### src/rtl/control_sincronia_if.sv
`default_nettype none
// ============================================================================
// Module      : control_sincronia_if
// Description : Bundle of the serial-link synchronisation controller's data
//               and status signals.
//               master : drives s_in / forzar_busqueda, observes status
//               slave  : the controller itself
//   s_in             serial data, one bit per clk
//   forzar_busqueda  request to drop alignment and re-hunt
//   valido           high while locked
//   palabra          last framed ANCHO-bit word
//   palabra_lista    one-cycle strobe, palabra updated
//   estado           00 BUSCAR, 01 CONFIRMAR, 10 SINCRONIZADO
//   perdidas         saturating lock-loss count
// Revision    : 1.0 - initial release
// ============================================================================
interface control_sincronia_if #(
  parameter int ANCHO = 5
);
  logic             s_in;
  logic             forzar_busqueda;
  logic             valido;
  logic [ANCHO-1:0] palabra;
  logic             palabra_lista;
  logic [1:0]       estado;
  logic [7:0]       perdidas;

  modport master (
    output s_in, forzar_busqueda,
    input  valido, palabra, palabra_lista, estado, perdidas
  );

  modport slave (
    input  s_in, forzar_busqueda,
    output valido, palabra, palabra_lista, estado, perdidas
  );
endinterface
`default_nettype wire

### src/rtl/control_sincronia.sv
`default_nettype none
// ============================================================================
// Module      : control_sincronia
// Description : Serial-link synchronisation controller. Hunts the serial
//               stream bit-by-bit for SECUENCIA, confirms alignment over
//               N_CONFIRMA consecutive words, then frames ANCHO-bit words
//               until M_PIERDE consecutive SEC_REINICIO words drop lock.
//   clk   rising-edge clock
//   rst   asynchronous active-low reset
//   bus   control_sincronia_if.slave (s_in, forzar_busqueda in;
//         valido, palabra, palabra_lista, estado, perdidas out)
// Revision    : 1.0 - initial release
// ============================================================================
module control_sincronia #(
  parameter int               ANCHO        = 5,
  parameter logic [ANCHO-1:0] SECUENCIA    = 5'b10100,
  parameter logic [ANCHO-1:0] SEC_REINICIO = 5'b00000,
  parameter int               N_CONFIRMA   = 2,
  parameter int               M_PIERDE     = 2
) (
  input  wire logic             clk,
  input  wire logic             rst,
  control_sincronia_if.slave    bus
);

  localparam int c_CNT_W  = $clog2(ANCHO);
  localparam int c_CONF_W = $clog2(N_CONFIRMA + 1);
  localparam int c_PERD_W = $clog2(M_PIERDE + 1);

  localparam logic [c_CNT_W-1:0]  c_ULTIMA    = c_CNT_W'(ANCHO - 1);
  localparam logic [c_CONF_W-1:0] c_CONF_MAX  = c_CONF_W'(N_CONFIRMA);
  localparam logic [c_PERD_W-1:0] c_PERD_MAX  = c_PERD_W'(M_PIERDE);

  typedef enum logic [1:0] {
    BUSCAR       = 2'b00,
    CONFIRMAR    = 2'b01,
    SINCRONIZADO = 2'b10
  } t_estado;

  // Registered state
  t_estado               r_estado;
  logic [ANCHO-2:0]      r_sr;
  logic [c_CNT_W-1:0]    r_llenado;
  logic [c_CNT_W-1:0]    r_fase;
  logic [c_CONF_W-1:0]   r_conf;
  logic [c_PERD_W-1:0]   r_perd;
  logic                  r_valido;
  logic [ANCHO-1:0]      r_palabra;
  logic                  r_lista;
  logic [7:0]            r_perdidas;

  // Next-state values
  t_estado               w_estado_sig;
  logic [c_CNT_W-1:0]    w_fase_sig;
  logic [c_CONF_W-1:0]   w_conf_sig;
  logic [c_PERD_W-1:0]   w_perd_sig;
  logic [ANCHO-1:0]      w_palabra_sig;
  logic                  w_lista_sig;
  logic [7:0]            w_perdidas_sig;

  // The compare window includes the bit being sampled on this edge.
  logic [ANCHO-1:0]      w_ventana;
  logic                  w_lleno;
  logic                  w_frontera;
  logic                  w_es_sec;
  logic                  w_es_reinicio;

  assign w_ventana     = {r_sr, bus.s_in};
  // ANCHO-1 bits already held plus the current one make a full window.
  assign w_lleno       = (r_llenado == c_ULTIMA);
  assign w_frontera    = (r_fase == c_ULTIMA);
  assign w_es_sec      = (w_ventana == SECUENCIA);
  assign w_es_reinicio = (w_ventana == SEC_REINICIO);

  always_comb begin
    w_estado_sig   = r_estado;
    w_fase_sig     = w_frontera ? '0 : r_fase + c_CNT_W'(1);
    w_conf_sig     = r_conf;
    w_perd_sig     = r_perd;
    w_palabra_sig  = r_palabra;
    w_lista_sig    = 1'b0;
    w_perdidas_sig = r_perdidas;

    case (r_estado)
      BUSCAR: begin
        // Sliding search; forzar_busqueda has no effect here.
        if (w_lleno && w_es_sec) begin
          // Phase restarts so the next boundary lands ANCHO edges later.
          w_fase_sig = '0;
          if (N_CONFIRMA == 1) begin
            w_estado_sig = SINCRONIZADO;
            w_conf_sig   = '0;
            w_perd_sig   = '0;
          end else begin
            w_estado_sig = CONFIRMAR;
            w_conf_sig   = c_CONF_W'(1);
          end
        end
      end

      CONFIRMAR: begin
        if (bus.forzar_busqueda) begin
          w_estado_sig = BUSCAR;
          w_conf_sig   = '0;
          w_perd_sig   = '0;
        end else if (w_frontera) begin
          if (w_es_sec) begin
            if (r_conf + c_CONF_W'(1) == c_CONF_MAX) begin
              w_estado_sig = SINCRONIZADO;
              w_conf_sig   = '0;
              w_perd_sig   = '0;
            end else begin
              w_conf_sig = r_conf + c_CONF_W'(1);
            end
          end else begin
            w_estado_sig = BUSCAR;
            w_conf_sig   = '0;
          end
        end
      end

      SINCRONIZADO: begin
        // A forced re-hunt wins over a coincident boundary.
        if (bus.forzar_busqueda) begin
          w_estado_sig = BUSCAR;
          w_conf_sig   = '0;
          w_perd_sig   = '0;
        end else if (w_frontera) begin
          w_palabra_sig = w_ventana;
          w_lista_sig   = 1'b1;
          if (w_es_reinicio) begin
            if (r_perd + c_PERD_W'(1) == c_PERD_MAX) begin
              w_estado_sig   = BUSCAR;
              w_perd_sig     = '0;
              w_perdidas_sig = (r_perdidas == 8'hFF) ? r_perdidas
                                                     : r_perdidas + 8'd1;
            end else begin
              w_perd_sig = r_perd + c_PERD_W'(1);
            end
          end else begin
            w_perd_sig = '0;
          end
        end
      end

      default: begin
        // Unused encoding recovers to hunting.
        w_estado_sig = BUSCAR;
        w_conf_sig   = '0;
        w_perd_sig   = '0;
      end
    endcase
  end

  always_ff @(posedge clk or negedge rst) begin
    if (!rst) begin
      r_estado   <= BUSCAR;
      r_sr       <= '0;
      r_llenado  <= '0;
      r_fase     <= '0;
      r_conf     <= '0;
      r_perd     <= '0;
      r_valido   <= 1'b0;
      r_palabra  <= '0;
      r_lista    <= 1'b0;
      r_perdidas <= '0;
    end else begin
      r_estado   <= w_estado_sig;
      r_sr       <= w_ventana[ANCHO-2:0];
      if (!w_lleno) begin
        r_llenado <= r_llenado + c_CNT_W'(1);
      end
      r_fase     <= w_fase_sig;
      r_conf     <= w_conf_sig;
      r_perd     <= w_perd_sig;
      r_valido   <= (w_estado_sig == SINCRONIZADO);
      r_palabra  <= w_palabra_sig;
      r_lista    <= w_lista_sig;
      r_perdidas <= w_perdidas_sig;
    end
  end

  assign bus.valido        = r_valido;
  assign bus.palabra       = r_palabra;
  assign bus.palabra_lista = r_lista;
  assign bus.estado        = r_estado;
  assign bus.perdidas      = r_perdidas;

endmodule
`default_nettype wire

### src/flat_wrapper.sv
// flat-port wrapper written by rule: the top's interface ports become plain ports
module control_sincronia_flat 
#(
  parameter int               ANCHO        = 5,
  parameter logic [ANCHO-1:0] SECUENCIA    = 5'b10100,
  parameter logic [ANCHO-1:0] SEC_REINICIO = 5'b00000,
  parameter int               N_CONFIRMA   = 2,
  parameter int               M_PIERDE     = 2
)
  (clk, rst, bus_s_in, bus_forzar_busqueda, bus_valido, bus_palabra, bus_palabra_lista, bus_estado, bus_perdidas);
  control_sincronia_if #(.ANCHO(ANCHO)) bus_i ();
  input  wire logic clk;
  input  wire logic rst;
  input wire logic [$bits(bus_i.s_in)-1:0] bus_s_in;
  input wire logic [$bits(bus_i.forzar_busqueda)-1:0] bus_forzar_busqueda;
  output wire logic [$bits(bus_i.valido)-1:0] bus_valido;
  output wire logic [$bits(bus_i.palabra)-1:0] bus_palabra;
  output wire logic [$bits(bus_i.palabra_lista)-1:0] bus_palabra_lista;
  output wire logic [$bits(bus_i.estado)-1:0] bus_estado;
  output wire logic [$bits(bus_i.perdidas)-1:0] bus_perdidas;
  assign bus_i.s_in = bus_s_in;
  assign bus_i.forzar_busqueda = bus_forzar_busqueda;
  assign bus_valido = bus_i.valido;
  assign bus_palabra = bus_i.palabra;
  assign bus_palabra_lista = bus_i.palabra_lista;
  assign bus_estado = bus_i.estado;
  assign bus_perdidas = bus_i.perdidas;
  control_sincronia #(.ANCHO(ANCHO), .SECUENCIA(SECUENCIA), .SEC_REINICIO(SEC_REINICIO), .N_CONFIRMA(N_CONFIRMA), .M_PIERDE(M_PIERDE)) u_core (.clk(clk), .rst(rst), .bus(bus_i));
endmodule
### config.mk
export PLATFORM = sky130hd
export DESIGN_NAME = control_sincronia_flat
export DESIGN_NICKNAME = d
export VERILOG_FILES = /design/src/rtl/control_sincronia_if.sv /design/src/rtl/control_sincronia.sv /design/src/flat_wrapper.sv
export SDC_FILE = /design/constraint.sdc
export NUM_CORES = 1
export LEC_CHECK = 0
export CORE_MARGIN = 3
export CORE_UTILIZATION = 53
export DETAILED_ROUTE_END_ITERATION = 7
export PLACE_DENSITY_LB_ADDON = 0.12
export SLEW_MARGIN = 15
export SYNTH_ARGS = -nofsm -noshare
export SYNTH_HDL_FRONTEND = slang
export SYNTH_SLANG_ARGS = --single-unit
### constraint.sdc
create_clock -name clk -period 2.3 [get_ports clk]
set_input_delay 0.46 -clock clk [delete_from_list [all_inputs] [get_ports clk]]
set_output_delay 0.46 -clock clk [all_outputs]
set_load 0.02 [all_outputs]
==> results.toml, run 1 <==
[detailed_routing]
finalWirelength_mm = 2.571
vias = 1031
drtPass1Iterations = 4
drt_iter0_drc = 31
antenna_left = 0
viasPerCell = 5.513
wl_per_cell_um = 13.75
drc_errors = 0

[synthesis]
synth_top_area_cell = "dfrtp_1"
synth_area_mm2 = 0.001449
syn-num-nets = 136
synth_most_common_cell = "dfrtp_1"
syn_inst = 127
synthTopCellsByCount = "dfrtp_1 (31), nand2_1 (10), nor2_1 (10)"
yosysWarnings = 0
avgSynthCellArea_um2 = 11.41
synth_flop_cell = "dfrtp_1"
synth_top_area_share_pct = 53.54
ys_async_sr_fraction_pct = 100.0
synth-edff-count = 0
yosysSeqAreaShare_pct = 53.54
synth_cell_type_count = 38
ys_ff_latch = 31
ys_top_cells_by_area = "dfrtp_1 (54%), mux2_2 (4.7%), ha_1 (4.3%)"

[global_route]
grt_start_max_net_pins = 32
grt_pass1_wl_mm = 4.636
grtUsageTotal_pct = 18.18
grt.overflow.total = 0
antenna_found_initial = 0
grt_pass1_vias = 1012

[critical_path]
worstSetupEndpointType = "primary output"
slowest_stage = "clkdlybuf4s50_1"
critPathRequiredTime_ns = 1.84
cp-start-kind = "flop"
worst-setup-path-type = "reg -> out"
reg2reg_depth = 6
reg2reg_from = "u_core.r_fase[0]"
crit_arrival_ns = 1.57
critical_path.startpoint = "u_core.bus.estado[1]"
worstPathCellList = "clkdlybuf4s50_1"
critical_path.n_buffers_inverters = 1
critPathMaxFanout = 11
cp.depth = 1
crit_family = "buffers and inverters"
max_stage_delay_ns = 0.68

[timing]
grt_setup_unrepaired = "false"
finalSetupTns_ns = 0
fmax_ghz = 0.4929
tightestPinTransition_ns = 0.3742
finalClockSkew_ns = 0.006490
final-max-slew-violation-count = 0
hold_viol_final = 0
maxSlewHeadroom_pct = 74.84
fin_crit_sh_pct = 88.22
setup_viol_count_final = 0
period_needed_ns = 2.029

[min_path]
hp-class = "reg -> reg"
min_from = "u_core.r_sr[1]"
min_path_cells = 0

[pwr]
p_leak_nw = 0.8277
ir_drop_v = 0.0004323
finalPower_w = 0.001092
p_per_area_mw_per_mm2 = 620.1

[clock_tree]
clock_path_buffers = 2
cts_sinks = 31
cts_root_buffer = "clkbuf_4"
insertion_delay_ns = 0.32
path_clk_slew_ns = 0.09
cts_resized = 0
numCtsBuffers = 5
cts_tree = "done"
cts_setup_buffers = 0
htreeDepth = 2
cts_hold_buf = 0

[die]
core_area_mm2 = 0.002545
io_pins = 21
die_w_um = 58.29
fp.dieH_um = 58.29
floorplan.die_area_mm2 = 0.003397
initial_core_util_pct = 56.93
rows = 18

[run_status]
status = "finished clean"

[place]
dpl_cell_area_mm2 = 0.001705
routabilityCongestion = 0.7856
hpwl_mm = 1.850
io_buffers = 20
dp_cells = 180

[final_layout]
multiInputGateArea_um2 = 635.6
fin_area_mm2 = 0.001762
fin_cells = 187
syn2layout_area_growth_pct = 21.59
antenna_cells = 0
fillerInstances = 195
seqCellArea_um2 = 775.7
drive_above_1_share_pct = 17.20
nets = 166

[flow_run]
max_cap_violations = 0
## registers in the layout (all words and copies together) (netlist names)
register / cells
u_core.r_conf: 2
u_core.r_llenado: 3
u_core.r_sr: 4
u_core.bus.estado: 2
u_core.bus.palabra_lista: 1
u_core.r_perd: 2
u_core.r_fase: 3
u_core.bus.palabra: 5
u_core.bus.valido: 1
u_core.bus.perdidas: 8
## worst paths after layout
kind                                     endpoint  slack, ns
max                                 bus_estado[1]       0.27
min                                u_core.r_sr[2]       0.47
max reg2reg                u_core.bus.perdidas[7]       0.42
min reg2reg                        u_core.r_sr[2]       0.47
max in group asynchronous  u_core.bus.perdidas[1]       1.50
min in group asynchronous    u_core.bus.estado[1]       0.52
## layout make-up
type,instances,area share [%]
Clock inverter,1,0.2841
Sequential cell,31,44.03
Clock buffer,6,2.912
Multi-Input combinational cell,89,36.08
Inverter,5,1.065
Timing Repair Buffer,25,13.49
Tap cell,30,2.131
## layer usage
layer / vias to the layer above / part of all wire [%] / GRT usage (%)
met4: 0 / 1.6 / 6.954
li1: 511 / - / -
met1: 489 / 46 / 24.10
met2: 25 / 47 / 27.43
met5: - / 0 / 0
met3: 6 / 5.1 / 6.236
## report_power, final
| group | total [W] | internal [W] | switching (W) | leakage [nW] |
|---|---|---|---|---|
| clock network | 0.000308 | 0.000141 | 0.000166 | 0.0341 |
| registers | 0.000621 | 0.000584 | 0.0000371 | 0.410 |
| logic | 0.000164 | 0.0000748 | 0.0000888 | 0.384 |
| total | 0.00109 | 0.000800 | 0.000292 | 0.828 |
## cell families after synthesis
| group | Yosys count | synth area share (%) |
|---|---|---|
| AOI/OAI and AO/OA | 19 | 8.635 |
| xor gates and xnor gates | 7 | 4.232 |
| adders and majority gates | 5 | 4.318 |
| buffers and inverters | 7 | 2.591 |
| DFF | 31 | 53.54 |
| muxes | 8 | 6.476 |
| and+or+nand+nor | 50 | 20.21 |
## cells in the final DEF, fill, tap and decap left out, types with 6 or more instances in the layout
cell type,instances
dfrtp_1,31
nor3_1,7
clkdlybuf4s50_1,20
nand2_1,10
mux2_2,6
nor2_1,10
nand3_1,6
## through the flow
| step | util, % | worst slack [ns] | hold WS [ns] |
|---|---|---|---|
| after floorplan | - | 0.6169 | 0.1644 |
| after global placement | 67.01 | 0.1006 | 0.4431 |
| after detailed placement | 67.01 | 0.07220 | 0.4454 |
| after CTS | 69.22 | 0.2577 | 0.4678 |
| after global routing | 69.22 | 0.2118 | 0.4962 |
| final | 69.22 | 0.2710 | 0.4711 |
(Power assumes the default switching activity.)
==> inputs of run 2 (changes only) <==
ABC_AREA = 1   (was not set)
CORE_UTILIZATION = 54   (was 53)
CTS_CLUSTER_SIZE = 20   (was not set)
==> run 2 against run 1 <==
  * Design area up 7.6%
  * Core utilization is 1.6 points lower
  * Clock power down 3%
  * Die area grew 7.7%
  * Critical path depth unchanged
  * Register-to-register slack improved by 0.40 ns
  * Wire length up 17%
  * Via count up 27%
  * Critical path type unchanged
  * Largest power group unchanged
==> results.toml, run 2 <==
[run_status]
status = "finished clean"

[place]
dpl_cell_area_mm2 = 0.001846
routabilityCongestion = 0.8818
dp_cells = 243
io_buffers = 20
hpwl_mm = 2.252

[global_route]
grt.overflow.total = 0
antenna_found_initial = 0
grt_pass1_vias = 1203
grtUsageTotal_pct = 19.72
grt_start_max_net_pins = 32
grt_pass1_wl_mm = 5.216

[timing]
finalSetupTns_ns = 0
setup_viol_count_final = 0
maxSlewHeadroom_pct = 74.39
holdWs_ns = 0.3800
fin_crit_sh_pct = 84.96
finalClockSkew_ns = 0.01302
hold_viol_final = 0
tightestPinTransition_ns = 0.3841
fmax_ghz = 0.5117
period_needed_ns = 1.954
final-max-slew-violation-count = 0
grt_setup_unrepaired = "false"

[min_path]
min_path_cells = 0
hp-class = "reg -> reg"
min_from = "u_core.r_sr[2]"

[die]
floorplan.die_area_mm2 = 0.003660
fp.dieH_um = 60.50
rows = 19
die_w_um = 60.50
initial_core_util_pct = 57.18
io_pins = 21
core_area_mm2 = 0.002805

[pwr]
ir_drop_v = 0.0004415
p_leak_nw = 0.9814
p_per_area_mw_per_mm2 = 572.1

[clock_tree]
insertion_delay_ns = 0.34
htreeDepth = 2
path_clk_slew_ns = 0.10
cts_setup_buffers = 0
cts_tree = "done"
cts_sinks = 31
cts_hold_buf = 0
cts_resized = 0
numCtsBuffers = 5
clock_path_buffers = 2
cts_root_buffer = "clkbuf_4"

[final_layout]
drive_above_1_share_pct = 10.00
fin_area_mm2 = 0.001896
antenna_cells = 0
fin_cells = 251
syn2layout_area_growth_pct = 18.17
largest_reg_flops = 8
postLayoutCoreUtil_pct = 67.57
final_common_cell = "nand2_1"
final_cell_mix = "nand2_1 (63), dfrtp_1 (31), inv_1 (26)"
nets = 228

[detailed_routing]
drt_iter0_drc = 59
finalWirelength_mm = 3.017
vias = 1306
wl_per_cell_um = 12.02
viasPerCell = 5.203
drtPass1Iterations = 4
antenna_left = 0
drc_errors = 0

[synthesis]
synth_cell_type_count = 21
synth_most_common_cell = "nand2_1"
synthTopCellsByCount = "nand2_1 (63), dfrtp_1 (31), inv_1 (26)"
synth_top_area_share_pct = 48.36
ys_top_cells_by_area = "dfrtp_1 (48%), nand2_1 (15%), inv_1 (6.1%)"
ys_async_sr_fraction_pct = 100.0
synth_top_area_cell = "dfrtp_1"
syn_inst = 192
avgSynthCellArea_um2 = 8.354
yosysSeqAreaShare_pct = 48.36
syn-num-nets = 201
yosysWarnings = 0
synth-edff-count = 0
synth_flop_cell = "dfrtp_1"
ys_ff_latch = 31
synth_area_mm2 = 0.001604

[critical_path]
max_stage_delay_ns = 0.66
slowest_stage = "clkdlybuf4s50_1"
reg2reg_depth = 9
critPathMaxFanout = 8
worstSetupEndpointType = "primary output"
critPathRequiredTime_ns = 1.84
cp-start-kind = "flop"
worst-setup-path-type = "reg -> out"
worstPathCellList = "clkdlybuf4s50_1"
critical_path.n_buffers_inverters = 1
reg2reg_from = "u_core.r_fase[0]"
critical_path.startpoint = "u_core.bus.perdidas[5]"
cp.depth = 1
crit_family = "buffers and inverters"
crit_arrival_ns = 1.49

[flow_run]
max_cap_violations = 0
[run 2: changes by cell type after synthesis, sizes merged, moves of 7 or more]
cell / before / now
o21ai: 3 / 12
nor3: 7 / 0
nand2: 10 / 67
inv: 5 / 28
mux2: 8 / 0
nand3: 6 / 16
[run 2: area by class of cell]
cell class / count / area, µm²
Clock inverter: 1 / 5.005
Sequential cell: 31 / 775.7
Inverter: 28 / 105.1
Multi-Input combinational cell: 132 / 718.2
Clock buffer: 7 / 45.04
Tap cell: 31 / 38.79
Fill cell: 240 / 909.6
Timing Repair Buffer: 21 / 207.7
[run 2: worst paths after layout]
check	slack, ns	to
min reg2reg	0.38	u_core.r_sr[3]
max reg2reg	0.82	u_core.bus.perdidas[1]
max	0.35	bus_perdidas[5]
min	0.38	u_core.r_sr[3]
min in group asynchronous	0.51	u_core.bus.palabra[2]
max in group asynchronous	1.50	u_core.bus.perdidas[1]
[run 2: through the flow]
step | worst slack, ns | total power [W]
after floorplan | 0.8934 | 0.0007497
after global placement | 0.5232 | 0.0007891
after detailed placement | 0.4609 | 0.0008002
after CTS | 0.3396 | 0.001100
after global routing | 0.2856 | 0.001156
final | 0.3459 | 0.001084
[run 2: kinds of logic (layout without fill, tap and decap cells)]
group | Yosys count | after routing | synth area share (%)
and+or+nand+nor | 102 | 102 | 31.28
DFF | 31 | 31 | 48.36
buffers and inverters | 29 | 57 | 6.864
AOI/OAI and AO/OA | 18 | 18 | 5.772
xor gates and xnor gates | 7 | 7 | 3.822
adders and majority gates | 5 | 5 | 3.900
[run 2: metal layers]
layer  up-vias  global-route usage [%]  share of wire (%)
li1        660                       -                  -
met1       611                   23.51                 45
met2        27                   31.94                 49
met3         8                   6.383                4.0
met4         0                   10.22                2.6
met5         -                       0                  0
[run 2: where the power goes]
part	total, W	switching [W]	internal, W
logic	0.000174	0.000111	0.0000637
clock network	0.000298	0.000179	0.000119
registers	0.000612	0.0000270	0.000585
total	0.00108	0.000316	0.000768
==> inputs of run 3 (changes only) <==
CORE_UTILIZATION = 49   (was 54)
clock period = 1.63 ns   (was 2.3 ns; I/O delays follow)
==> run 3 against run 2 <==
  * Critical path depth unchanged
  * Hold slack got worse by 0.019 ns
  * Critical endpoint is now bus_palabra_lista
  * Design area increased by 2.3%
  * Non-clock buffer count increased by 5
  * Flip-flop and latch count unchanged
  * Global-route usage decreased by 0.78 points
  * Core utilization decreased by 4.6 points
  * Count of clock-buffer cells in the layout decreased by 1
==> results.toml, run 3 (same netlist as run 2, synthesis figures left out) <==
[critical_path]
critPathCapture = "bus_palabra_lista"
worstPathCellList = "clkdlybuf4s50_1"
critical_path.startpoint = "u_core.bus.palabra_lista"
crit_family = "buffers and inverters"
critPathMaxFanout = 1
r2r_slack_ns = 0.21
cp-start-kind = "flop"
crit_arrival_ns = 1.27
cp.depth = 1
max_stage_delay_ns = 0.60
worstSetupEndpointType = "primary output"
reg2reg_depth = 8
reg2reg_from = "u_core.bus.perdidas[0]"
r2r_end = "u_core.bus.perdidas[6]"
worst-setup-path-type = "reg -> out"
critical_path.n_buffers_inverters = 1
slowest_stage = "clkdlybuf4s50_1"
critPathRequiredTime_ns = 1.30

[final_layout]
nets = 233
syn2layout_area_growth_pct = 20.90
drive_above_1_share_pct = 12.50
fillerInstances = 272
antenna_cells = 0
postLayoutCoreUtil_pct = 63.01
final_cell_mix = "nand2_1 (63), dfrtp_1 (31), inv_1 (26)"
final_common_cell = "nand2_1"
largest_reg_flops = 8

[clock_tree]
cts_tree = "done"
path_clk_slew_ns = 0.09
clock_path_buffers = 2
numCtsBuffers = 5
cts_setup_buffers = 0
cts_root_buffer = "clkbuf_4"
htreeDepth = 2
cts_sinks = 31
insertion_delay_ns = 0.33
cts_hold_buf = 0

[detailed_routing]
vias = 1316
finalWirelength_mm = 3.236
drt_iter0_drc = 50
drc_errors = 0
wl_per_cell_um = 12.07
antenna_left = 0
viasPerCell = 4.910
drtPass1Iterations = 4

[global_route]
grt.overflow.total = 0
grt_pass1_vias = 1372
antenna_found_initial = 0
grtUsageTotal_pct = 18.93
grt_start_max_net_pins = 32
grt_pass1_wl_mm = 5.934

[pwr]
ir_drop_v = 0.0006083
p_leak_nw = 1.103
p_per_area_mw_per_mm2 = 818.4

[die]
fp.dieH_um = 63.22
floorplan.die_area_mm2 = 0.003996
core_area_mm2 = 0.003078
initial_core_util_pct = 52.11
io_pins = 21
rows = 20
die_w_um = 63.22

[place]
hpwl_mm = 2.433
routabilityCongestion = 0.8467
io_buffers = 20

[timing]
hold_viol_final = 0
tightestPinTransition_ns = 0.3828
fin_crit_sh_pct = 97.99
fmax_ghz = 0.6261
period_needed_ns = 1.597
maxSlewHeadroom_pct = 74.48
grt_setup_unrepaired = "false"
finalSetupTns_ns = 0
finalClockSkew_ns = 0.006169
setup_viol_count_final = 0
final-max-slew-violation-count = 0
holdWs_ns = 0.3615

[flow_run]
max_cap_violations = 0

[min_path]
hp-class = "in -> async"

[run_status]
status = "finished clean"
[run 3: changes by cell type in the layout (fill, tap and decap cells not counted)]
cell,change
clkdlybuf4s50_1,-16
dlygate4sd2_1,+15
buf_4,+5
clkbuf_1,-2
clkbuf_8,+1
dlymetal6s2s_1,+1
[run 3: worst reg2reg max path: stages (launching register included)]
cell and delay, ns:
dfrtp_1 0.41, ha_1 0.20, inv_1 0.06, nor2_2 0.19
nand2_1 0.14, nand3_4 0.15, nor2_8 0.06, nand2_1 0.06
nand2_1 0.05
[run 3: metrics by stage]
| stage | setup slack, ns | instance area [µm²] | instances | power (W) |
|---|---|---|---|---|
| after global placement | -0.01708 | 1899 | 261 | 0.001129 |
| after floorplan | 0.2234 | 1604 | 192 | 0.001058 |
| final | 0.03284 | 1939 | 268 | 0.001587 |
| after global routing | 0.0008218 | 1939 | 268 | 0.001682 |
| after detailed placement | -0.07852 | 1899 | 261 | 0.001149 |
| after CTS | 0.01115 | 1937 | 268 | 0.001608 |
[run 3: worst min-delay path by stage]
stage / start / end / slack, ns / cells past startpoint
6_report: rst / u_core.bus.palabra[3] / 0.36 / 2
5_1_grt: rst / u_core.bus.palabra[3] / 0.39 / 2
4_1_cts: rst / u_core.bus.palabra[3] / 0.37 / 2
3_5_place_dp: u_core.r_sr[2] / u_core.r_sr[3] / 0.37 / 0
3_3_place_gp: u_core.r_sr[2] / u_core.r_sr[3] / 0.36 / 0
2_1_floorplan: rst / u_core.bus.estado[0] / 0.03 / 0
[run 3: layout make-up]
class	instances	area (µm²)	share of cell area, %
sequential	31	775.7	40.00
tap	44	55.05	2.839
clock inverter	1	5.005	0.2581
clock buffer	6	51.30	2.645
multi-input combinational	132	718.2	37.03
timing repair buffer	26	229.0	11.81
inverter	28	105.1	5.419
[run 3: metal layers]
layer / wire (µm) / vias to the layer above / global-route usage, %
li1: - / 664 / -
met2: 1636 / 19 / 34.65
met3: 123 / 6 / 5.526
met4: 52 / 0 / 6.739
met1: 1424 / 627 / 20.65
met5: 0 / - / 0
[run 3: what timing repair did]
action | 4_1_cts | 5_1_grt
gates resized for setup | 15 | 1
pin swaps | 0 | 0
hold endpoints to repair | 0 | 0
setup endpoints to repair | 15 | 1
[run 3: power breakdown]
group	switching [W]	total [W]	leakage (nW)	internal, W
Sequential	0.0000401	0.000866	0.410	0.000826
Clock	0.000256	0.000455	0.0341	0.000199
Combinational	0.000165	0.000266	0.659	0.000101
